## src/rtl/zigbee_pkg.sv

```systemverilog
// Shared definitions for the zigbee_top datapath.
// Holds the DEMUX target encodings, the QPSK symbol constants, the CORDIC
// arctangent table (1/256-turn units), the phase width and the serializer FSM.
package zigbee_pkg;

   // DEMUX1 targets
   localparam logic [2:0] SEL1_DEC_EOC   = 3'b000;
   localparam logic [2:0] SEL1_COD_DATA  = 3'b001;
   localparam logic [2:0] SEL1_IN_RE     = 3'b010;

   // DEMUX2 targets
   localparam logic [2:0] SEL2_IN_WE     = 3'b000;
   localparam logic [2:0] SEL2_COD_EMPTY = 3'b001;
   localparam logic [2:0] SEL2_COR_EN    = 3'b010;

   // QPSK amplitudes: bit 1 -> +7, bit 0 -> -7
   localparam logic [3:0] QPSK_POS = 4'b0111;
   localparam logic [3:0] QPSK_NEG = 4'b1001;

   localparam int PHASE_W = 4;
   localparam int COR_W   = 8;

   typedef enum logic [1:0] {
      SER_IDLE,
      SER_LOAD,
      SER_SHIFT
   } ser_state_e;

   // atan(2^-i) in 1/256 turn; entries past 3 allow CORDIC_ITER up to 8
   function automatic logic [COR_W-1:0] atan_lut(input logic [3:0] i);
      case (i)
         4'd0:    atan_lut = 8'd32;
         4'd1:    atan_lut = 8'd19;
         4'd2:    atan_lut = 8'd10;
         4'd3:    atan_lut = 8'd5;
         4'd4:    atan_lut = 8'd3;
         4'd5:    atan_lut = 8'd1;
         4'd6:    atan_lut = 8'd1;
         default: atan_lut = 8'd0;
      endcase
   endfunction

endpackage

```

## src/rtl/zigbee_top_fifo.sv

```systemverilog
// sync_fifo: single-clock FIFO with a registered read port.
// Ports: clk, rst (sync active-high), we/din write side, re read side,
//        dout (updates only on an accepted read), full, empty.
// DEPTH must be a power of two >= 2 so the pointers wrap naturally.
module sync_fifo #(
   parameter int DEPTH = 8,
   parameter int W     = 4
) (
   input  logic         clk,
   input  logic         rst,
   input  logic         we,
   input  logic [W-1:0] din,
   input  logic         re,
   output logic [W-1:0] dout,
   output logic         full,
   output logic         empty
);
   localparam int AW = $clog2(DEPTH);

   logic [W-1:0]  mem_q [DEPTH];
   logic [W-1:0]  mem_d [DEPTH];
   logic [AW-1:0] wptr_q, wptr_d, rptr_q, rptr_d;
   logic [AW:0]   cnt_q, cnt_d;
   logic [W-1:0]  dout_q, dout_d;
   logic          do_wr, do_rd;

   assign full  = (cnt_q == (AW+1)'(DEPTH));
   assign empty = (cnt_q == '0);
   assign dout  = dout_q;

   always_comb begin
      // a write into a full FIFO is dropped even if a read frees a slot
      do_wr  = we & ~full;
      do_rd  = re & ~empty;
      mem_d  = mem_q;
      wptr_d = wptr_q;
      rptr_d = rptr_q;
      dout_d = dout_q;
      cnt_d  = cnt_q;
      if (do_wr) begin
         mem_d[wptr_q] = din;
         wptr_d        = wptr_q + AW'(1);
      end
      if (do_rd) begin
         dout_d = mem_q[rptr_q];
         rptr_d = rptr_q + AW'(1);
      end
      case ({do_wr, do_rd})
         2'b10:   cnt_d = cnt_q + (AW+1)'(1);
         2'b01:   cnt_d = cnt_q - (AW+1)'(1);
         default: cnt_d = cnt_q;
      endcase
   end

   always_ff @(posedge clk) begin
      if (rst) begin
         for (int i = 0; i < DEPTH; i++) mem_q[i] <= '0;
         wptr_q <= '0;
         rptr_q <= '0;
         cnt_q  <= '0;
         dout_q <= '0;
      end else begin
         mem_q  <= mem_d;
         wptr_q <= wptr_d;
         rptr_q <= rptr_d;
         cnt_q  <= cnt_d;
         dout_q <= dout_d;
      end
   end

endmodule

```

## src/rtl/zigbee_top.sv

```systemverilog
// zigbee_top: inFIFO -> serializer -> QPSK coder -> decoder -> outFIFO, with a
// CORDIC phase estimator hanging off the coder I/Q. DEMUX overrides let any
// stage be driven directly; MUX outputs expose internal state.
// Ports: inClock/inReset (sync active-high); in_inFIFO_inData write nibble;
//        in_outFIFO_inReadEnable outFIFO pop; in_DEMUX_* override values and
//        target selects; in_MUX_inSEL3 chained/standalone; in_MUX_inSEL* pick
//        what appears on out_MUX_outMUX9/10 (4-bit) and outMUX15/16 (1-bit).
module zigbee_top
   import zigbee_pkg::*;
#(
   parameter int FIFO_DEPTH  = 8,
   parameter int CORDIC_ITER = 4
) (
   input  logic       inClock,
   input  logic       inReset,
   input  logic [3:0] in_inFIFO_inData,
   input  logic       in_outFIFO_inReadEnable,
   input  logic       in_DEMUX_inDEMUX1,
   input  logic       in_DEMUX_inDEMUX2,
   input  logic [3:0] in_DEMUX_inDEMUX17,
   input  logic [3:0] in_DEMUX_inDEMUX18,
   input  logic [2:0] in_DEMUX_inSEL1,
   input  logic [2:0] in_DEMUX_inSEL2,
   input  logic       in_MUX_inSEL3,
   input  logic       in_DEMUX_inSEL17,
   input  logic [1:0] in_MUX_inSEL9,
   input  logic [1:0] in_MUX_inSEL6,
   input  logic [2:0] in_MUX_inSEL15,
   input  logic       in_MUX_inSEL11,
   input  logic       in_MUX_inSEL12,
   output logic [3:0] out_MUX_outMUX9,
   output logic [3:0] out_MUX_outMUX10,
   output logic       out_MUX_outMUX15,
   output logic       out_MUX_outMUX16
);

   // ---------------- override routing ----------------
   logic standalone;
   logic ovr_dec_eoc, ovr_cod_data, ovr_in_re;
   logic ovr_in_we, ovr_cod_empty, ovr_cor_en;
   logic sel_cod_empty;

   assign standalone    = in_MUX_inSEL3;
   assign ovr_dec_eoc   = (in_DEMUX_inSEL1 == SEL1_DEC_EOC)  & in_DEMUX_inDEMUX1;
   assign ovr_cod_data  = (in_DEMUX_inSEL1 == SEL1_COD_DATA) & in_DEMUX_inDEMUX1;
   assign ovr_in_re     = (in_DEMUX_inSEL1 == SEL1_IN_RE)    & in_DEMUX_inDEMUX1;
   assign ovr_in_we     = (in_DEMUX_inSEL2 == SEL2_IN_WE)    & in_DEMUX_inDEMUX2;
   assign sel_cod_empty = (in_DEMUX_inSEL2 == SEL2_COD_EMPTY);
   assign ovr_cod_empty = sel_cod_empty & in_DEMUX_inDEMUX2;
   assign ovr_cor_en    = (in_DEMUX_inSEL2 == SEL2_COR_EN)   & in_DEMUX_inDEMUX2;

   // ---------------- state ----------------
   ser_state_e ser_state_q, ser_state_d;
   logic [3:0] ser_sh_q, ser_sh_d;
   logic [1:0] ser_cnt_q, ser_cnt_d;
   logic       ser_pop, ser_bit, ser_empty;

   logic       cod_cnt_q, cod_cnt_d, cod_first_q, cod_first_d, cod_eoc_q, cod_eoc_d;
   logic [3:0] cod_i_q, cod_i_d, cod_q_q, cod_q_d;

   logic       dec_cnt_q, dec_cnt_d, dec_vld_q, dec_vld_d;
   logic [1:0] dec_hi_q, dec_hi_d, dec_sym;
   logic [3:0] dec_nib_q, dec_nib_d;

   logic                    cor_busy_q, cor_busy_d, cor_vld_q, cor_vld_d;
   logic [3:0]              cor_step_q, cor_step_d;
   logic signed [COR_W-1:0] cor_x_q, cor_x_d, cor_y_q, cor_y_d, cor_xi, cor_yi;
   logic [COR_W-1:0]        cor_z_q, cor_z_d, cor_zr;
   logic [PHASE_W-1:0]      cor_ph_q, cor_ph_d;

   // ---------------- effective stage inputs ----------------
   // In chained mode a selected override can only assert its target, so an
   // idle override leaves the chain intact; standalone mode cuts the chain.
   logic       in_we, in_re, cod_data, cod_empty, dec_eoc, cor_en;
   logic [3:0] dec_i, dec_q, cor_i, cor_q;

   always_comb begin
      in_we = ovr_in_we;
      if (standalone) begin
         in_re     = ovr_in_re;
         cod_data  = ovr_cod_data;
         cod_empty = sel_cod_empty ? in_DEMUX_inDEMUX2 : 1'b1;
         dec_eoc   = ovr_dec_eoc;
         cor_en    = ovr_cor_en;
         dec_i     = in_DEMUX_inSEL17 ? 4'd0 : in_DEMUX_inDEMUX17;
         dec_q     = in_DEMUX_inSEL17 ? 4'd0 : in_DEMUX_inDEMUX18;
         cor_i     = in_DEMUX_inSEL17 ? in_DEMUX_inDEMUX17 : 4'd0;
         cor_q     = in_DEMUX_inSEL17 ? in_DEMUX_inDEMUX18 : 4'd0;
      end else begin
         in_re     = ser_pop | ovr_in_re;
         cod_data  = ser_bit | ovr_cod_data;
         cod_empty = ser_empty | ovr_cod_empty;
         dec_eoc   = cod_eoc_q | ovr_dec_eoc;
         cor_en    = cod_eoc_q | ovr_cor_en;
         dec_i     = cod_i_q;
         dec_q     = cod_q_q;
         cor_i     = cod_i_q;
         cor_q     = cod_q_q;
      end
   end

   // ---------------- FIFOs ----------------
   logic       in_full, in_empty, out_full, out_empty;
   logic [3:0] in_dout, out_dout;

   sync_fifo #(.DEPTH(FIFO_DEPTH), .W(4)) u_in_fifo (
      .clk(inClock), .rst(inReset), .we(in_we), .din(in_inFIFO_inData),
      .re(in_re), .dout(in_dout), .full(in_full), .empty(in_empty)
   );

   sync_fifo #(.DEPTH(FIFO_DEPTH), .W(4)) u_out_fifo (
      .clk(inClock), .rst(inReset), .we(dec_vld_q), .din(dec_nib_q),
      .re(in_outFIFO_inReadEnable), .dout(out_dout), .full(out_full), .empty(out_empty)
   );

   // ---------------- serializer ----------------
   // Pop, wait one cycle for the registered FIFO output, then shift MSB-first.
   always_comb begin
      ser_state_d = ser_state_q;
      ser_sh_d    = ser_sh_q;
      ser_cnt_d   = ser_cnt_q;
      ser_pop     = 1'b0;
      ser_bit     = 1'b0;
      ser_empty   = 1'b1;
      case (ser_state_q)
         SER_IDLE: begin
            if (!standalone && !in_empty) begin
               ser_pop     = 1'b1;
               ser_state_d = SER_LOAD;
            end
         end
         SER_LOAD: begin
            ser_sh_d    = in_dout;
            ser_cnt_d   = 2'd0;
            ser_state_d = SER_SHIFT;
         end
         SER_SHIFT: begin
            ser_empty = 1'b0;
            ser_bit   = ser_sh_q[3];
            ser_sh_d  = {ser_sh_q[2:0], 1'b0};
            ser_cnt_d = ser_cnt_q + 2'd1;
            if (ser_cnt_q == 2'd3) ser_state_d = SER_IDLE;
         end
         default: ser_state_d = SER_IDLE;
      endcase
   end

   // ---------------- coder ----------------
   always_comb begin
      cod_cnt_d   = cod_cnt_q;
      cod_first_d = cod_first_q;
      cod_i_d     = cod_i_q;
      cod_q_d     = cod_q_q;
      cod_eoc_d   = 1'b0;
      if (!cod_empty) begin
         if (!cod_cnt_q) begin
            cod_first_d = cod_data;
            cod_cnt_d   = 1'b1;
         end else begin
            cod_i_d   = cod_first_q ? QPSK_POS : QPSK_NEG;
            cod_q_d   = cod_data    ? QPSK_POS : QPSK_NEG;
            cod_eoc_d = 1'b1;
            cod_cnt_d = 1'b0;
         end
      end
   end

   // ---------------- decoder ----------------
   always_comb begin
      dec_sym   = {~dec_i[3], ~dec_q[3]};
      dec_cnt_d = dec_cnt_q;
      dec_hi_d  = dec_hi_q;
      dec_nib_d = dec_nib_q;
      dec_vld_d = 1'b0;
      if (dec_eoc) begin
         if (!dec_cnt_q) begin
            dec_hi_d  = dec_sym;
            dec_cnt_d = 1'b1;
         end else begin
            dec_nib_d = {dec_hi_q, dec_sym};
            dec_vld_d = 1'b1;
            dec_cnt_d = 1'b0;
         end
      end
   end

   // ---------------- CORDIC ----------------
   // Capture (with pre-rotation into the right half-plane), CORDIC_ITER
   // micro-rotations, then one cycle to round z to the 22.5 degree grid.
   always_comb begin
      cor_busy_d = cor_busy_q;
      cor_step_d = cor_step_q;
      cor_x_d    = cor_x_q;
      cor_y_d    = cor_y_q;
      cor_z_d    = cor_z_q;
      cor_ph_d   = cor_ph_q;
      cor_vld_d  = 1'b0;
      cor_xi     = {{(COR_W-4){cor_i[3]}}, cor_i};
      cor_yi     = {{(COR_W-4){cor_q[3]}}, cor_q};
      cor_zr     = cor_z_q + 8'd8;
      if (!cor_busy_q) begin
         if (cor_en) begin
            cor_busy_d = 1'b1;
            cor_step_d = 4'd0;
            if (cor_xi < 0) begin
               cor_x_d = -cor_xi;
               cor_y_d = -cor_yi;
               cor_z_d = 8'd128;
            end else begin
               cor_x_d = cor_xi;
               cor_y_d = cor_yi;
               cor_z_d = 8'd0;
            end
         end
      end else if (int'(cor_step_q) < CORDIC_ITER) begin
         if (cor_y_q >= 0) begin
            cor_x_d = cor_x_q + (cor_y_q >>> cor_step_q);
            cor_y_d = cor_y_q - (cor_x_q >>> cor_step_q);
            cor_z_d = cor_z_q + atan_lut(cor_step_q);
         end else begin
            cor_x_d = cor_x_q - (cor_y_q >>> cor_step_q);
            cor_y_d = cor_y_q + (cor_x_q >>> cor_step_q);
            cor_z_d = cor_z_q - atan_lut(cor_step_q);
         end
         cor_step_d = cor_step_q + 4'd1;
      end else begin
         cor_ph_d   = cor_zr[COR_W-1 -: PHASE_W];
         cor_vld_d  = 1'b1;
         cor_busy_d = 1'b0;
      end
   end

   always_ff @(posedge inClock) begin
      if (inReset) begin
         ser_state_q <= SER_IDLE;
         ser_sh_q    <= '0;
         ser_cnt_q   <= '0;
         cod_cnt_q   <= 1'b0;
         cod_first_q <= 1'b0;
         cod_eoc_q   <= 1'b0;
         cod_i_q     <= '0;
         cod_q_q     <= '0;
         dec_cnt_q   <= 1'b0;
         dec_vld_q   <= 1'b0;
         dec_hi_q    <= '0;
         dec_nib_q   <= '0;
         cor_busy_q  <= 1'b0;
         cor_vld_q   <= 1'b0;
         cor_step_q  <= '0;
         cor_x_q     <= '0;
         cor_y_q     <= '0;
         cor_z_q     <= '0;
         cor_ph_q    <= '0;
      end else begin
         ser_state_q <= ser_state_d;
         ser_sh_q    <= ser_sh_d;
         ser_cnt_q   <= ser_cnt_d;
         cod_cnt_q   <= cod_cnt_d;
         cod_first_q <= cod_first_d;
         cod_eoc_q   <= cod_eoc_d;
         cod_i_q     <= cod_i_d;
         cod_q_q     <= cod_q_d;
         dec_cnt_q   <= dec_cnt_d;
         dec_vld_q   <= dec_vld_d;
         dec_hi_q    <= dec_hi_d;
         dec_nib_q   <= dec_nib_d;
         cor_busy_q  <= cor_busy_d;
         cor_vld_q   <= cor_vld_d;
         cor_step_q  <= cor_step_d;
         cor_x_q     <= cor_x_d;
         cor_y_q     <= cor_y_d;
         cor_z_q     <= cor_z_d;
         cor_ph_q    <= cor_ph_d;
      end
   end

   // ---------------- observation muxes ----------------
   always_comb begin
      case (in_MUX_inSEL9)
         2'b00:   out_MUX_outMUX9 = in_dout;
         2'b01:   out_MUX_outMUX9 = cod_i_q;
         2'b10:   out_MUX_outMUX9 = dec_nib_q;
         default: out_MUX_outMUX9 = 4'd0;
      endcase
      case (in_MUX_inSEL6)
         2'b00:   out_MUX_outMUX10 = out_dout;
         2'b01:   out_MUX_outMUX10 = cod_q_q;
         2'b10:   out_MUX_outMUX10 = cor_ph_q;
         default: out_MUX_outMUX10 = 4'd0;
      endcase
      case (in_MUX_inSEL15)
         3'd0:    out_MUX_outMUX15 = in_empty;
         3'd1:    out_MUX_outMUX15 = cod_eoc_q;
         3'd2:    out_MUX_outMUX15 = cor_vld_q;
         3'd3:    out_MUX_outMUX15 = dec_vld_q;
         default: out_MUX_outMUX15 = 1'b0;
      endcase
      // coder busy = first bit of a pair captured, second still pending
      case ({in_MUX_inSEL12, in_MUX_inSEL11})
         2'b00:   out_MUX_outMUX16 = in_full;
         2'b01:   out_MUX_outMUX16 = out_empty;
         2'b10:   out_MUX_outMUX16 = out_full;
         default: out_MUX_outMUX16 = cod_cnt_q;
      endcase
   end

endmodule

```

## config.mk

```make
export PLATFORM = sky130hd
export DESIGN_NAME = zigbee_top
export DESIGN_NICKNAME = d
export VERILOG_FILES = /design/src/rtl/zigbee_pkg.sv /design/src/rtl/zigbee_top_fifo.sv /design/src/rtl/zigbee_top.sv
export SDC_FILE = /design/constraint.sdc
export NUM_CORES = 1
export LEC_CHECK = 0
export BUFFER_PORTS_ARGS = -buffer_cell sky130_fd_sc_hd__buf_2
export CAP_MARGIN = 0
export CORE_MARGIN = 10
export CORE_UTILIZATION = 55
export CTS_BUF_LIST = sky130_fd_sc_hd__clkbuf_16
export DETAILED_ROUTE_END_ITERATION = 8
export PLACE_DENSITY = 0.73
export SETUP_SLACK_MARGIN = 0.05
export SYNTH_ARGS = -nofsm -noshare
export SYNTH_HDL_FRONTEND = slang
export SYNTH_SLANG_ARGS = --single-unit
```

## constraint.sdc

```tcl
create_clock -name inClock -period 3.8 [get_ports inClock]
set_input_delay 0.19 -clock inClock [delete_from_list [all_inputs] [get_ports inClock]]
set_output_delay 0.19 -clock inClock [all_outputs]
set_load 0.02 [all_outputs]
```

==> out/summary.txt <==
Iter 0 DRT Violations: 591
Area contributors post-synth: dfxtp_1 (34%), mux2i_1 (11%), nor2_1 (7.8%)
vias per inst: 5.69
drt first pass iters: 5
Yosys top cell by area: dfxtp_1
first-pass GRT wire length: 34.9 mm
DPL Wire Length: 15.0 mm
internal power: 2.82 mW
fin. max-slew vios: 0
number of cells on the critical path: 15
Post-Syn Area: 8910 sq um
r2r setup slk: 0.14 ns
Syn Nets: 1105
placed standard-cell area: 9330 sq um
htree depth: 4
GRT overflow: 0
PwrDens: 386 nW/um^2
Global Route Usage Sum: 0.193
Place WS: 0.0102 ns
CTS tree: done
Synth top area share: 0.337
share of cells above drive strength 1: 0.144
DR WL/cell: 16.4 um
row cnt: 46
Yosys reg bits: 150
CTS Buffer Depth: 2
Critical Path RT: 4.14 ns
Final WS setup: 0.136 ns
commonest cells in the synthesized netlist: nor2_1 (184), dfxtp_1 (150), mux2i_1 (94), a21oi_1 (78), clkbuf_1 (61)
leak pwr: 4.03 nW
final hold violation count: 0
crit share post-route: 0.964
Starting Density: 0.561
most used cell along the critical path: ha_1
worst r2r src: cor_step_q[0]
fmax: 0.273 GHz
Net Sw Frac: 0.268
status: complete, no violations
Flop pwr share: 0.436
placed insts: 1238
total CTS buffers: 17
vias in the first global route: 7131
cell with the most instances after synthesis: nor2_1
gpl congestion: 0.912
critical-path cell list: mux4_2 > a221o_1 > inv_1 > ha_1 > nand2b_1 > or2_2 > a32o_1 > a21oi_1 > ha_1 > o2111ai_1 > nand4b_1 > a21o_1 > a21oi_2 > xnor3_1 > o32ai_2
Critical Path Sink Type: flip-flop
Worst Max-Slew Pin Slew: 1.05 ns
largest net degree at the start of global routing: 61
I/O Pins: 44
ys flop type: dfxtp_1
Peak VDD IR: 0.319 mV
Startpoint Class: flip-flop
max cap viols: 0
part of the power in the clock network: 0.421
setup violators final: 0
Reg clk slew, reported paths: 0.06 ns
DRT antenna net count: 0
Worst Setup EP: cor_y_q[7]
final net count: 1129
Crit. Startpoint: cor_step_q[0]
Async SR Flop Fraction: 0
EDFF count, synth: 0
clk sinks: 150
# DRC: 0
initial antenna violation count: 0
CP max stage cell: mux4_2
die area: 21700 sq um
Layout area overhead: 11.9%
CP max stage delay: 0.50 ns
Seq/Total Area, Yosys: 0.337
kind of critical path: reg -> reg
synth unique cells: 62
RSZ-0062 raised after global routing: yes
core area: 15900 sq um
CP Data Arrival Time: 4.00 ns
CP delay by family, top: compound AO/OA/AOI/OAI gates
count of buffer and inverter cells on the critical path: 1
Final Non-Filler Cells: 1272
CP Max Fanout: 5
syn avg cell area: 8.73 sq um
HP Class: in -> reg
R2R cell count: 15
capturing point of the worst reg2reg path: cor_y_q[7]
CTS Root Cell: clkbuf_16
YS warnings: 0
antenna cells: 0
Die Y: 147 um
Min Hold Slack: 0.0951 ns
Design Area, Final: 9960 sq um
Vias: 7244
Logic pwr share: 0.143
Setup Skew: 0.00963 ns
Post-Route WL: 20.9 mm
Sw Pwr: 1.03 mW
final setup TNS: 0 ns
Syn Inst Count: 1020
Port Buffers: 43
worst rel slew slack: 0.299
clk_lat worst skew: 0.42 ns
die extent in x: 147 um
post-layout min period: 3.66 ns
[per-stage QoR]
| stage | total power, mW | util |
|---|---|---|
| 4_1_cts | 3.86 | 0.623 |
| 2_1_floorplan | 2.11 | - |
| 3_3_place_gp | 2.24 | 0.587 |
| 5_1_grt | 4.01 | 0.627 |
| 3_5_place_dp | 2.24 | 0.587 |
| 6_report | 3.85 | 0.627 |
[worst min-delay path by stage]
stage	start	end	slack, ns	cells past startpoint
2_1_floorplan	in_DEMUX_inDEMUX18[3]	dec_hi_q[0]	0.39	3
3_3_place_gp	u_in_fifo.mem_q[27]	u_in_fifo.mem_q[27]	0.44	2
3_5_place_dp	u_in_fifo.mem_q[27]	u_in_fifo.mem_q[27]	0.45	2
4_1_cts	in_inFIFO_inData[3]	u_in_fifo.mem_q[27]	0.08	3
5_1_grt	in_inFIFO_inData[2]	u_in_fifo.mem_q[26]	0.11	3
6_report	in_inFIFO_inData[3]	u_in_fifo.mem_q[27]	0.1	3
[cells in the final DEF (no fill, tap or decap), types with 29 or more instances in the layout]
cell     netlist  final
mux2i_1       94     94
nand2_1       60     60
buf_4          2     34
buf_2          8     42
o21ai_0       29     29
dfxtp_1      150    149
inv_1         33     34
ha_1          46     44
a21oi_1       78     76
nor2_1       184    184
[power groups by stage]
stage               Clock [mW]  Sequential [mW]  Combinational (mW)
global placement             0             1.71               0.525
finish                    1.62             1.68               0.550
CTS                       1.65             1.68               0.536
floorplan                    0             1.68               0.427
detailed placement           0             1.71               0.532
global route              1.71             1.68               0.616
[layout make-up]
cell class                 count  area [sq um]
multi-input combinational    765          5530
sequential                   150          3010
tap                          216           270
inverter                      33           124
clock inverter                14           135
clock buffer                  17           425
timing repair buffer          77           477
fill                        1387          5920
[cell families after synthesis]
kind of cell / synth area share
flops: 0.337
simple gates: 0.182
xor+xnor: 0.0497
mux: 0.173
fa+ha+maj: 0.0759
compound gates: 0.135
buf+inv: 0.0471
[worst reg2reg max path, stage by stage (launching register included)]
cell and delay, ns:
dfxtp_4 0.37, mux4_2 0.50, a221o_1 0.37, inv_1 0.08, ha_1 0.16, nand2b_1 0.09
or2_2 0.31, a32o_1 0.26, a21oi_1 0.15, ha_1 0.29, o2111ai_1 0.14, nand4b_1 0.19
a21o_1 0.21, a21oi_2 0.14, xnor3_1 0.23, o32ai_2 0.09
[sequential cells by signal, summed over array words and instances (netlist names), 4 cells and up]
| name | flops |
|---|---|
| u_out_fifo.dout | 4 |
| cor_ph_q | 4 |
| cor_y_q | 8 |
| cor_x_q | 8 |
| dec_nib_q | 4 |
| u_in_fifo.dout | 4 |
| u_in_fifo.mem_q | 32 |
| cor_z_q | 8 |
| u_in_fifo.cnt_q | 4 |
| u_out_fifo.mem_q | 32 |
| u_out_fifo.cnt_q | 4 |
| ser_sh_q | 4 |
| cor_step_q | 4 |
[what timing repair did]
item / in CTS / in global routing
resized for setup: 2 / 13
setup buffers: 0 / 3
hold buffers: 0 / 0
endpoints found under the setup margin: 2 / 3
pin swaps: 0 / 11
[layer usage]
layer	track usage	routed length (um)	part of all wire	vias to the layer above
li1	-	-	-	3626
met1	0.238	9300	0.45	3449
met2	0.329	10400	0.50	137
met3	0.0369	736	0.035	32
met4	0.0674	400	0.019	0
met5	0	0	0	-
Note: power is estimated with default switching activity, not from simulation.
